File: src/rtl/goldschmidt_ctrl.sv
// goldschmidt_ctrl: sequencing FSM for the 16-bit Goldschmidt divider datapath
module goldschmidt_ctrl #(
  parameter int ITERS = 3,
  parameter int CNT_W = 2
) (
  input  logic             clk,
  input  logic             reset,
  input  logic             start,
  input  logic             dZero,
  output logic             ready,
  output logic             busy,
  output logic             ndSelect,
  output logic             kSelect,
  output logic             nEn,
  output logic             dEn,
  output logic             resultEn,
  output logic             done,
  output logic             err,
  output logic [CNT_W-1:0] iter
);
  typedef enum logic [2:0] {IDLE, LOAD, ITER, WB, DONE} state_t;
  localparam logic [CNT_W-1:0] LAST = CNT_W'(ITERS - 1);
  state_t state, nxt;
  logic [CNT_W-1:0] cnt, cnt_n;
  logic err_n;
  // state, pass counter and sticky error register
  always_ff @(posedge clk) begin
    if (!reset) begin
      state <= IDLE;
      cnt   <= '0;
      err   <= 1'b0;
    end else begin
      state <= nxt;
      cnt   <= cnt_n;
      err   <= err_n;
    end
  end
  // next state: a zero divisor skips the refinement passes and writeback
  always_comb begin
    nxt   = state;
    cnt_n = cnt;
    err_n = err;
    case (state)
      IDLE: if (start) begin
        nxt   = LOAD;
        err_n = 1'b0;
      end
      LOAD: if (dZero) begin
        nxt   = DONE;
        err_n = 1'b1;
      end else begin
        nxt   = (ITERS > 1) ? ITER : WB;
        cnt_n = CNT_W'(1);
      end
      ITER: if (cnt == LAST) nxt = WB;
            else cnt_n = cnt + 1'b1;
      WB:   nxt = DONE;
      DONE: begin
        nxt   = IDLE;
        cnt_n = '0;
      end
      default: nxt = IDLE;
    endcase
  end
  // Moore outputs decoded from the state register and counter
  always_comb begin
    ready    = state == IDLE;
    busy     = state == LOAD || state == ITER || state == WB;
    ndSelect = state == ITER;
    kSelect  = state == ITER;
    nEn      = state == LOAD || state == ITER;
    dEn      = state == LOAD || state == ITER;
    resultEn = state == WB;
    done     = state == DONE;
    iter     = (state == ITER) ? cnt : '0;
  end
endmodule

File: config.mk
export PLATFORM = sky130hd
export DESIGN_NAME = goldschmidt_ctrl
export DESIGN_NICKNAME = d
export VERILOG_FILES = /design/src/rtl/goldschmidt_ctrl.sv
export SDC_FILE = /design/constraint.sdc
export NUM_CORES = 1
export LEC_CHECK = 0
export CORE_AREA = 2 2 39 41
export CTS_CLUSTER_SIZE = 40
export DETAILED_ROUTE_END_ITERATION = 6
export DIE_AREA = 0 0 41 43
export PLACE_DENSITY = 0.57
export SLEW_MARGIN = 40
export SYNTH_ARGS = -nofsm -noshare
export SYNTH_HDL_FRONTEND = slang
export SYNTH_SLANG_ARGS = --single-unit
export TNS_END_PERCENT = 20
File: constraint.sdc
create_clock -name clk -period 1.4 [get_ports clk]
set_input_delay 0.28 -clock clk [delete_from_list [all_inputs] [get_ports clk]]
set_output_delay 0.28 -clock clk [all_outputs]
set_load 0.01 [all_outputs]
==> metrics.md <==
| Metric | Value |
|---|---|
| Status | `finished, final reports clean` |
| Antenna violations before repair | `0` |
| Avg Synthesized Cell Area | `9.259 µm²` |
| Clock sinks | `6` |
| Core area | `1384 µm²` |
| First drt pass iteration count | `1` |
| Placed insts | `81` |
| Yosys warnings | `0` |
| Residual DRC | `0` |
| Initial core utilization | `0.3011` |
| CTS Hold Bufs | `0` |
| WP data arrival | `1.12 ns` |
| CP required | `1.12 ns` |
| Die footprint | `1763 µm²` |
| Leakage | `0.3079 nW` |
| Mapped Area | `416.7 µm²` |
| Syn_nets | `50` |
| Share of layout cells above drive strength 1 | `0.4928` |
| CTS tree | `yes` |
| WL/cell | `10.72 µm` |
| Fin nets | `76` |
| Vias in the first global route | `371` |
| RSZ-0062 raised after global routing | `true` |
| Asr flop ratio synth | `0` |
| FP Rows | `14` |
| Setup crit start kind | `flop` |
| Setup TNS | `0 ns` |
| Final Hold Vio Count | `0` |
| # H-tree levels | `1` |
| PwrDens | `751.1 nW/µm²` |
| Syn Inst Count | `45` |
| Final ANT Viol Nets | `0` |
| Multi-input gate area | `255.2 µm²` |
| Largest net degree at the start of global routing | `7` |
| Total Wirelength | `911 µm` |
| Setup CP Type | `reg -> out` |
| Clock slew at reported path FFs | `0.05 ns` |
| Kind of end point of the critical path | `output pin` |
| Final period util | `0.9988` |
| Grt total ovfl | `0` |
| Register area | `131.4 µm²` |
| Final Non-Filler Cells | `85` |
| Antenna cells | `0` |
| I/O pin total | `15` |
| CTS buffer count | `3` |
| Primary FF master, synth | `dfxtp_1` |
| Design area | `639.4 µm²` |
| Max-cap violations | `0` |
| Count of cell types in the netlist | `23` |
| Peak supply drop | `0.4971 mV` |
| IO Port Bufs | `14` |
| Yosys reg bits | `6` |
| Slew Limit Fails | `0` |
| Tot GR Track Use | `0.1358` |
| Clock buffer depth | `2` |
| DP Area | `618.1 µm²` |
| Slew HR | `0.8348` |
| Worst-margin pin slew | `0.2465 ns` |
| Clk_lat worst skew | `0.25 ns` |
| DIE WIDTH | `41 µm` |
| First-pass GRT wire length | `1552 µm` |
| FILL cells | `153` |
| Worst Skew | `0.004188 ns` |
| Via Count | `385` |
| Post-DP HPWL | `724.6 µm` |
| Synth-to-layout area growth | `53.45%` |
| Period minus WS final | `1.398 ns` |
| Seq/Total Area, Yosys | `0.2883` |
| Chip Height | `43 µm` |
| Number of enable flip-flop cells after synthesis | `0` |
| Hold Crit Class | `reg -> reg` |
| Vias per inst | `4.529` |
| Clk root buf | `clkbuf_4` |
| RePlAce Congestion | `0.6922` |
| Final setup fails | `0` |
| Maximum fanout along the worst path | `6` |
| Fmax | `0.7152 GHz` |
| Initial DRC Count | `0` |
-- area by class of cell --
class                   instances  share of cell area
multi-input cells              31              0.3992
repair buffers                 26              0.3112
well taps                      16             0.03131
clock buffers                   3             0.03523
inverters                       3             0.01761
flip-flops and latches          6              0.2055
-- sequential cells by signal, summed over array words and instances, names as in the netlist --
register / cells
cnt: 2
err: 1
state: 3
-- path summary, 6_finish.rpt --
kind                            depth (start not counted)  endpoint  startpoint  slack [ns]
worst max-delay path                                    4       dEn    state[1]       0.002
worst min-delay path                                    2       err         err        0.47
worst max register to register                          5    cnt[1]    state[1]        0.13
worst min register to register                          2       err         err        0.47
-- cells in the final DEF, fill, tap and decap left out, types with 2 or more instances in the layout --
master and n:
buf_6 4, nand2_1 2, buf_2 6, buf_4 10, dfxtp_1 3, mux2i_1 4, nor3b_1 2, clkbuf_4 3
inv_1 3, nor2_1 5, clkdlybuf4s50_1 3, clkbuf_2 2, and2_1 2, dfxtp_4 3, nor3_1 2
-- synthesized netlist by cell type, types with 2 or more instances --
cell type	n	share of area
and2_1	2	0.030
buf_4	4	0.072
dfxtp_1	6	0.29
inv_1	3	0.027
mux2i_1	4	0.096
nand2_1	2	0.018
nor2_1	5	0.045
nor3_1	2	0.024
nor3b_1	3	0.054
-- repair_timing --
| action | 4_1_cts | 5_1_grt |
|---|---|---|
| setup buffers | 1 | 0 |
| endpoints found under the setup margin | 11 | 9 |
| pin swaps | 4 | 2 |
| resized for setup | 45 | 6 |
-- per-layer routing --
| metal | wire [µm] | part of all wire | global-route usage |
|---|---|---|---|
| met1 | 344 | 0.38 | 0.1456 |
| met2 | 474 | 0.52 | 0.2125 |
| met3 | 62 | 0.068 | 0.03665 |
| met4 | 29 | 0.032 | 0.1000 |
| met5 | 0 | 0 | 0 |
-- per-stage QoR --
step	utilization	setup WS (ns)	hold WS, ns	total power [mW]
3_5_place_dp	0.4467	-0.2027	0.4681	0.3336
3_3_place_gp	0.4467	-0.1972	0.4694	0.3322
4_1_cts	0.4638	-0.06668	0.4709	0.4914
5_1_grt	0.4620	-0.06139	0.5120	0.5127
2_1_floorplan	-	0.1032	0.4120	0.2673
6_report	0.4620	0.001691	0.4672	0.4802
-- power breakdown --
group          internal, mW  total, mW  switching [mW]
logic                0.0729      0.128          0.0547
clock network        0.0972      0.162          0.0652
registers             0.178      0.190          0.0122
-- worst max-delay path, cell delays in order (launching register included) --
cell and delay, ns:
dfxtp_4 0.35, buf_6 0.13, xnor2_1 0.12, nor2_1 0.13
buf_2 0.14
-- cell families (layout without fill, tap and decap cells) --
group | after synthesis | after routing | share of synthesized area
flip-flops | 6 | 6 | 0.2883
adder cells (fa/ha/maj) | 1 | 1 | 0.03003
XOR/XNOR | 1 | 1 | 0.02102
AND/OR/NAND/NOR | 21 | 21 | 0.3754
multiplexers | 4 | 4 | 0.09610
buffers and inverters | 8 | 32 | 0.1261
AO/OA/AOI/OAI | 4 | 4 | 0.06305
Power figures use the tool's default switching activity.
==> RTL edit 1, RTL diff (config.mk and constraints unchanged) <==
Put one more register stage on the output `err`, without a reset. The value now appears one clock later. The other outputs are not delayed to match.
--- a/src/rtl/goldschmidt_ctrl.sv
+++ b/src/rtl/goldschmidt_ctrl.sv
@@ -21,4 +21,6 @@
   typedef enum logic [2:0] {IDLE, LOAD, ITER, WB, DONE} state_t;
   localparam logic [CNT_W-1:0] LAST = CNT_W'(ITERS - 1);
+
+  logic err_s0;
   state_t state, nxt;
   logic [CNT_W-1:0] cnt, cnt_n;
@@ -29,9 +31,9 @@
       state <= IDLE;
       cnt   <= '0;
-      err   <= 1'b0;
+      err_s0 <= 1'b0;
     end else begin
       state <= nxt;
       cnt   <= cnt_n;
-      err   <= err_n;
+      err_s0 <= err_n;
     end
   end
@@ -40,5 +42,5 @@
     nxt   = state;
     cnt_n = cnt;
-    err_n = err;
+    err_n = err_s0;
     case (state)
       IDLE: if (start) begin
@@ -75,4 +77,8 @@
     iter     = (state == ITER) ? cnt : '0;
   end
+  always_ff @(posedge clk) begin
+    err <= err_s0;
+  end
+
 endmodule
 
Formal check against the unedited RTL: not equivalent (Yosys sat finds a counterexample within 4 cycles, from zero or initial values and one cycle with reset low).
==> RTL edit 1 against the unedited design <==
Area after synthesis down 1.8%; sequential cell count up 1; wire length up 2.6%; total power up 11%; synthesized cell count up 2.2%; design area up 4.9%; clock power up 12%; worst setup slack better by 0.0069 ns; critical endpoint is now iter[0].
==> RTL edit 1: results <==
[run_status]
status = "finished clean"

[grt]
grt_max_degree = 10
grt_pass1_vias = 379
track_usage_pct = 13.2
grt_pass1_wl_mm = 1.55

[synth]
ys_types = 23
synth_common_cells = "dfxtp_1, nor2_1, buf_4"
synth_area_leaders = "dfxtp_1, mux2i_1, buf_4"
yosysMostFrequentCell = "dfxtp_1"
yosysSeqAreaShare_pct = 34.3
mappedNetlistNets = 51

[hold_path]
holdPathEnd = "err$_DFF_P_"
hold_depth = 0
hold_path_class = "register to register"
hold_path.startpoint = "err_s0$_SDFFE_PN0P_"

[route]
routed_wl_um = 935
vias = 411
drt_iter0_markers = 5
first_pass_iters = 4

[clock_tree]
worstSkewPairLatency_ns = 0.25
cts.clk_slew.worst_paths_ns = 0.05
root_buffer = "clkbuf_4"
htree_levels = 1
numCtsBuffers = 3

[finish]
reg.largest.list = "state x3, cnt x2"
nets = 77
drive_gt1_share_pct = 45.1
diodes = 0

[setup_path]
critical_path.top_delay_family = "flip-flops"
cp_max_fo = 5
cp_slowest_cell = "dfxtp_4"
cp.arrival_ns = 1.11
r2r.worst_path.cells = 5
r2r-end = "cnt[0]$_SDFFE_PN0P_"
r2r_setup_slack_ns = 0.05

[timing]
fin_hold_ws_ns = 0.370
slew_headroom_pct = 78.6
finClkSkew_ns = 0.00143

[place]
place_congestion = 0.692
place_area_um2 = 602
dp_hpwl_um = 650

[pwr]
p_leak_uw = 0.000304
peakVddDrop_mv = 0.323
-- RTL edit 1: changes by cell type in the layout (fill, tap and decap cells not counted), sizes merged, moves of 2 or more --
cell           unedited run  this run
nor3b                     4         2
buf                      20        18
and3                      0         2
clkdlybuf4s15             0         3
-- RTL edit 1: worst max path at each step --
| stage | slack [ns] | startpoint | endpoint |
|---|---|---|---|
| after floorplan | 0.09 | state[1]$_SDFFE_PN0P_ | nEn |
| after global placement | -0.17 | state[1]$_SDFFE_PN0P_ | nEn |
| after detailed placement | -0.21 | state[0]$_SDFFE_PN0P_ | iter[0] |
| after CTS | -0.03 | state[1]$_SDFFE_PN0P_ | cnt[0]$_SDFFE_PN0P_ |
| after global routing | -0.08 | state[1]$_SDFFE_PN0P_ | ndSelect |
| final | 0.009 | state[2]$_SDFFE_PN0P_ | iter[0] |
-- RTL edit 1: routing by layer --
layer / GRT usage [%] / vias to the layer above / wire length, µm
met5: 0 / - / 0
met4: 10.0 / 0 / 0
met3: 4.71 / 0 / 61
met2: 18.8 / 18 / 479
met1: 15.2 / 179 / 394
li1: - / 214 / -
-- RTL edit 1: power by group --
part	internal, µW	switching, µW
clock	109	73.5
combinational	74.5	59.1
sequential	207	10.7
-- RTL edit 1: layout make-up --
| class | count | area, µm² |
|---|---|---|
| Timing Repair Buffer | 26 | 209 |
| Clock buffer | 4 | 26.3 |
| Fill cell | 137 | 713 |
| Inverter | 3 | 11.3 |
| Multi-Input combinational cell | 31 | 253 |
| Tap cell | 16 | 20.0 |
| Sequential cell | 7 | 151 |
-- RTL edit 1: worst reg2reg max path, stage by stage, from the launching register on --
cell and delay (ns):
dfxtp_4 0.34, buf_8 0.13, buf_4 0.16, nor4b_2 0.17
or4_1 0.41, o41ai_2 0.06
-- RTL edit 1: per-stage QoR --
stage	utilization, %	setup slack, ns	instances	setup TNS, ns
6_report	48.5	0.00856	87	0
5_1_grt	48.5	-0.0767	87	-0.432
4_1_cts	45.8	-0.0266	87	-0.0512
3_5_place_dp	43.5	-0.207	80	-1.63
3_3_place_gp	43.5	-0.168	80	-1.35
2_1_floorplan	-	0.0863	46	0
-- RTL edit 1: what timing repair did --
action,CTS,global route
pin swaps,3,1
resized for setup,38,10
setup endpoints to repair,12,11
buffers inserted,3,0
-- RTL edit 1: cell families after synthesis --
logic type / Yosys count / synth area share, %
multiplexers: 3 / 7.34
flip-flops: 7 / 34.2
buffers and inverters: 8 / 11.3
XOR/XNOR: 1 / 2.14
AO/OA/AOI/OAI: 4 / 8.26
adder cells (fa/ha/maj): 1 / 3.06
AND/OR/NAND/NOR: 22 / 33.6
==> RTL edit 2, RTL diff (config.mk and constraints unchanged) <==
Without the edit above. The parameter `CNT_W` goes from 2 to 4.
--- a/src/rtl/goldschmidt_ctrl.sv
+++ b/src/rtl/goldschmidt_ctrl.sv
@@ -2,5 +2,5 @@
 module goldschmidt_ctrl #(
   parameter int ITERS = 3,
-  parameter int CNT_W = 2
+  parameter int CNT_W = 4
 ) (
   input  logic             clk,
Interface: changed (resized iter); port bits go from 15 to 17. The function was not compared with the original's and may differ.
==> RTL edit 2 against the unedited design <==
The flow now finishes with violations (negative setup slack); global-route usage is 7.1 points higher; sequential power grew 27%; largest cell class unchanged; sequential cell count rose by 2; design area up 32%; wire length is 53% higher; worst setup slack got worse by 0.20 ns; area after synthesis is 21% higher; clock power rose by 13%; highest routed layer unchanged; total power increased by 23%.
==> RTL edit 2: results <==
[finish]
buf_share_pct = 33.6
final_util_pct = 61.1
seq_area_um2 = 161
fillers = 133
seq_share_pct = 19.1
non_clock_buffer_count = 34
multi_input_cells = 45
nets = 103
nClkBuffers = 3
seq_cell_count = 8
clock_area_share_pct = 2.66
reg.largest.list = "cnt x4, state x3, err x1"
multi_input_area_share_pct = 39.8
num-nonclk-inverters = 5

[setup_path]
cp.arrival_ns = 1.32
setup.worst_path.end = "iter[0]"
cp_max_fo = 2
slowest_delay_ns = 0.40
r2r-end = "cnt[0]$_SDFFE_PN0P_"
r2r_setup_slack_ns = -0.13
critical_path.top_delay_family = "simple AND/OR/NAND/NOR gates"

[pwr]
seqPwrFrac_pct = 41.2
internal_power_uw = 420
peakVddDrop_mv = 0.627
powerClk_uw = 183

[clock_tree]
root_buffer = "clkbuf_4"
cts_resized = 59

[timing]
fin_hold_ws_ns = 0.485
setup_slack_ns = -0.200
finClkSkew_ns = 0.0101
tns_ns = -1.34
setup-violations-final = 11

[hold_path]
hold_depth = 2
hold_path_class = "register to register"
holdPathEnd = "err$_SDFFE_PN0P_"

[run_status]
violations = "negative setup slack"
status = "finished with violations"

[synth]
mappedNetlistNets = 69
ys_types = 27
yosysSeqAreaShare_pct = 31.7
synth_common_cells = "dfxtp_1, nor2_1, inv_1"
synth_area_leaders = "dfxtp_1, nor2_1, and2_1"

[place]
dp_hpwl_mm = 1.01
pre_cts_ws_ns = -0.330
port_buffers = 16
placedCellCount = 107
place_area_um2 = 785
place_congestion = 0.737

[grt]
track_usage_pct = 20.6
grt_pass1_vias = 506
grt_max_degree = 13
grt_pass1_wl_mm = 2.39

[route]
vias = 550
first_pass_iters = 4
drt_iter0_markers = 3
viasPerCell = 4.95
routed_wl_mm = 1.39
[RTL edit 2: changes by cell type after synthesis, sizes merged, moves of 2 or more]
| cell | delta |
|---|---|
| a21oi | +3 |
| nand2b | +3 |
| nor2 | +3 |
| a41o | +2 |
| and2 | +2 |
| dfxtp | +2 |
| inv | +2 |
| mux2i | -2 |
| nor3b | -2 |
| nor4 | +2 |
[RTL edit 2: cell families after synthesis]
group                      Yosys count  synth area share [%]
AOI/OAI and AO/OA                   11                  15.1
buffers and inverters               10                  9.40
muxes                                2                  3.96
and+or+nand+nor                     29                  33.2
adders and majority gates            2                  4.95
DFF                                  8                  31.7
xor gates and xnor gates             1                  1.73
[RTL edit 2: routing by layer]
layer / up-vias / global-route usage (%) / share of wire (%)
met1: 247 / 29.9 / 49
li1: 286 / - / -
met3: 2 / 9.42 / 5.6
met4: 0 / 4.00 / 0.79
met5: - / 0 / 0
met2: 15 / 27.8 / 45
